**config.mk**
```make
export PLATFORM = sky130hd
export DESIGN_NAME = down_timer
export DESIGN_NICKNAME = d
export VERILOG_FILES = /design/src/rtl/down_timer.sv
export SDC_FILE = /design/constraint.sdc
export NUM_CORES = 1
export LEC_CHECK = 0
export ABC_AREA = 1
export CORE_UTILIZATION = 58
export CTS_BUF_LIST = sky130_fd_sc_hd__clkbuf_8
export DETAILED_ROUTE_END_ITERATION = 12
export PLACE_DENSITY = 0.95
export SLEW_MARGIN = 25
export SYNTH_ARGS = -nofsm -noshare
export SYNTH_HDL_FRONTEND = slang
export SYNTH_SLANG_ARGS = --single-unit
export TNS_END_PERCENT = 1
```
**constraint.sdc**
```tcl
create_clock -name clk -period 5.1 [get_ports clk]
set_clock_uncertainty 0.2 [all_clocks]
set_input_delay 0.51 -clock clk [delete_from_list [all_inputs] [get_ports clk]]
set_output_delay 0.51 -clock clk [all_outputs]
set_load 0.005 [all_outputs]
```
**src/rtl/down_timer.sv**
```systemverilog
// Loadable down-counter with prescaled tick, one-cycle terminal-count pulse,
// and one-shot or auto-reload operation.
module down_timer #(
    parameter int W  = 8,
    parameter int PW = 4
) (
    input  logic          clk,
    input  logic          sclr,
    input  logic          start,
    input  logic          stop,
    input  logic          en,
    input  logic [W-1:0]  load_val,
    input  logic [PW-1:0] prescale,
    input  logic          auto_reload,
    output logic [W-1:0]  q,
    output logic          busy,
    output logic          tc,
    output logic          done
);

    // state | meaning
    // IDLE  | stopped or after reset, q holds
    // RUN   | counting down on prescaled ticks
    // DONE  | one-shot finished, q=0, done held
    typedef enum logic [1:0] {
        IDLE = 2'd0,
        RUN  = 2'd1,
        DONE = 2'd2
    } state_t;

    state_t        state;
    logic [PW-1:0] pc;
    logic [W-1:0]  reload_r;
    logic [PW-1:0] prescale_r;
    logic          mode_r;

    always_ff @(posedge clk) begin
        if (sclr) begin
            state      <= IDLE;
            q          <= '0;
            pc         <= '0;
            reload_r   <= '0;
            prescale_r <= '0;
            mode_r     <= 1'b0;
            busy       <= 1'b0;
            tc         <= 1'b0;
            done       <= 1'b0;
        end else begin
            tc <= 1'b0;
            if (start) begin
                q          <= load_val;
                reload_r   <= load_val;
                prescale_r <= prescale;
                mode_r     <= auto_reload;
                pc         <= '0;
                if (load_val != '0) begin
                    state <= RUN;
                    busy  <= 1'b1;
                    done  <= 1'b0;
                end else begin
                    // zero-length run completes immediately, mode is irrelevant
                    state <= DONE;
                    busy  <= 1'b0;
                    done  <= 1'b1;
                    tc    <= 1'b1;
                end
            end else if (stop) begin
                state <= IDLE;
                busy  <= 1'b0;
                done  <= 1'b0;
                pc    <= '0;
            end else if (state == RUN && en) begin
                if (pc != prescale_r) begin
                    pc <= pc + PW'(1);
                end else begin
                    pc <= '0;
                    if (q > W'(1)) begin
                        q <= q - W'(1);
                    end else begin
                        tc <= 1'b1;
                        if (mode_r) begin
                            q <= reload_r;
                        end else begin
                            q     <= '0;
                            state <= DONE;
                            busy  <= 1'b0;
                            done  <= 1'b1;
                        end
                    end
                end
            end
        end
    end

endmodule

```
==> impl_metrics.ini <==
[status]
outcome = finished, final reports clean

[critical_path]
crit_fanout = 31
required_ps = 5110
critPathCaptureType = register
critical_path_class = input port to register
path_common_cell = nand2_1
path_cells = clkdlybuf4s50_1, inv_1, nand2_1, inv_1, nand2_1, o21a_1, nand2_1, nor2_1, nor2_1
max_stage_delay_ps = 720
cp_top_family = buffers and inverters
worst-path-buf-inv = 3
critPathSlowestCell = inv_1
r2r_slack_ps = 3000
startpoint_type = input port
critical_path_arrival_ps = 2580

[cells_and_area]
fillers = 195
n_antenna_cell = 0
finish.utilization = 0.753
drive_gt1_frac = 0.0775
area_growth_pct = 20.6
nets = 294

[placement]
dp_hpwl_um = 2700
numPortBuffers = 28
gp_congestion = 0.825
place_ws_ps = 2310

[timing]
rsz0062_at_grt = false
setup_tns_ps = 0
worstMarginPinSlew_ps = 851
fin_crit_ps = 2570
slew_viol_final = 0
hold_viol_final = 0
fmax_ghz = 0.389
setup_slack_ps = 2530
period_share = 0.504
slew_headroom = 0.432
setup_violations = 0

[synthesis]
syn_area_mm2 = 0.00156
yosysMostFrequentCell = nand2_1
ys_ff_latch = 28
synth_common_cells = nand2_1 (88), dfxtp_1 (28), nor2_1 (26)
yosysSeqAreaShare = 0.359
async_flop_share = 0
syn-num-nets = 268
synth-edff-count = 0
netlist_top_cells_area = dfxtp_1 (36%), nand2_1 (21%), nand3_1 (7.7%), a21oi_1 (6.4%), nor2_1 (6.3%)
synth_top_area_frac = 0.359
yosys_warnings = 0
syn-mean-instance-area_um2 = 6.32
syn_inst = 247
synth_top_area_cell = dfxtp_1
synthDistinctLibCells = 23
synth_top_flop_cell = dfxtp_1

[clock_network]
clk_latency_ps = 270
clk_pin_slew_ps = 90
cts_max_path_buffers = 2
post_cts_buffers = 0
post_cts_resized = 0
cts_hold_buf = 0
htree_levels = 1
numCtsBuffers = 3
cts_tree = built
cts.sinks = 28
cts-root-buf = clkbuf_8

[grt]
grt_pass1_wl_um = 5800
grtUsageTotal = 0.283
grt_max_degree = 32
grt_antenna_before_repair = 0
grt-ovfl-total = 0
grt_pass1_vias = 1314

[power_and_ir_drop]
p_int_mw = 0.348
peakVddDrop_v = 0.000222
switching_share = 0.320
power_frac_clock = 0.229
p_per_area_mw_per_mm2 = 271
combinationalPowerShare = 0.292
power_switching_mw = 0.164
pwr-share-seq = 0.480
p_leak_nw = 0.838

[floorplan]
die_area_mm2 = 0.00290
core_mm2 = 0.00250
pin_count = 29
start_util = 0.625
die_h_um = 53.9
die_w_um = 53.9
rows = 18

[drt]
antenna_left = 0
drc = 0
routed_wl_um = 3630
drtPass1Iterations = 4
drt_iter0_drc = 83
wl_per_cell_um = 12.1
viasPerCell = 5.40
vias = 1624

[job]
drv_cap = 0

[worst_hold_path]
hp-class = register to register
[flip-flops by register name, indices dropped and copies added (netlist names)]
signal      flops
q               8
reload_r        8
pc              4
prescale_r      4
busy            1
done            1
mode_r          1
tc              1
[metal layers]
| layer | vias to the layer above | GRT usage | share of wire |
|---|---|---|---|
| met3 | 5 | 0.0480 | 0.067 |
| met2 | 70 | 0.481 | 0.49 |
| met4 | 0 | 0.0789 | 0.010 |
| met5 | - | 0 | 0 |
| met1 | 712 | 0.364 | 0.44 |
| li1 | 837 | - | - |
[power groups by stage]
stage	Combinational, mW	Sequential, mW	Clock, mW
2_1_floorplan	0.101	0.248	0
3_3_place_gp	0.143	0.250	0
3_5_place_dp	0.146	0.250	0
4_1_cts	0.148	0.245	0.118
5_1_grt	0.167	0.247	0.125
6_report	0.149	0.245	0.117
[path summary, 6_finish.rpt]
| path | startpoint | to | cells after the start |
|---|---|---|---|
| max | start | q[7]$_SDFFE_PP0P_ | 9 |
| min | reload_r[2]$_SDFFE_PP0P_ | reload_r[2]$_SDFFE_PP0P_ | 2 |
| max reg2reg | q[0]$_SDFFE_PP0P_ | q[6]$_SDFFE_PP0P_ | 11 |
| min reg2reg | reload_r[2]$_SDFFE_PP0P_ | reload_r[2]$_SDFFE_PP0P_ | 2 |
[through the flow]
step                      power [mW]  instances  hold slack [ps]  instance area, µm²
after global placement         0.392        298              248                1840
after global routing           0.539        301              286                1880
after CTS                      0.510        301              269                1880
final                          0.511        301              264                1880
after floorplan                0.349        247              240                1560
after detailed placement       0.396        298              255                1840
[placed cells by master, fill, tap and decap left out, drive strengths merged]
cell type	n
nand4	4
nand2	93
nor2	31
o21a	1
a31oi	1
clkbuf	3
o21ai	6
inv	24
ha	3
clkdlybuf4s50	28
a211oi	1
or2	1
a21oi	22
xor2	1
nand3	24
dfxtp	28
[worst min-delay path, stage by stage, from the launching register on]
cell     delay [ps]
dfxtp_1         320
nand2_1          60
a21oi_1          50
[logic make-up (layout without fill, tap and decap cells)]
group                    count (synthesis)  after routing  synth area share
AND/OR/NAND/NOR                        153            153             0.421
AO/OA/AOI/OAI                           31             31             0.108
buffers and inverters                   31             55            0.0817
flip-flops                              28             28             0.359
adder cells (fa/ha/maj)                  3              3            0.0240
XOR/XNOR                                 1              1           0.00561
[layout make-up]
cell class	count	area, µm²	area share
multi-input cells	188	873	0.464
repair buffers	28	280	0.149
clock buffers	3	41.3	0.0219
flip-flops and latches	28	561	0.298
well taps	30	37.5	0.0199
inverters	24	90.1	0.0478
Power figures use the tool's default switching activity.
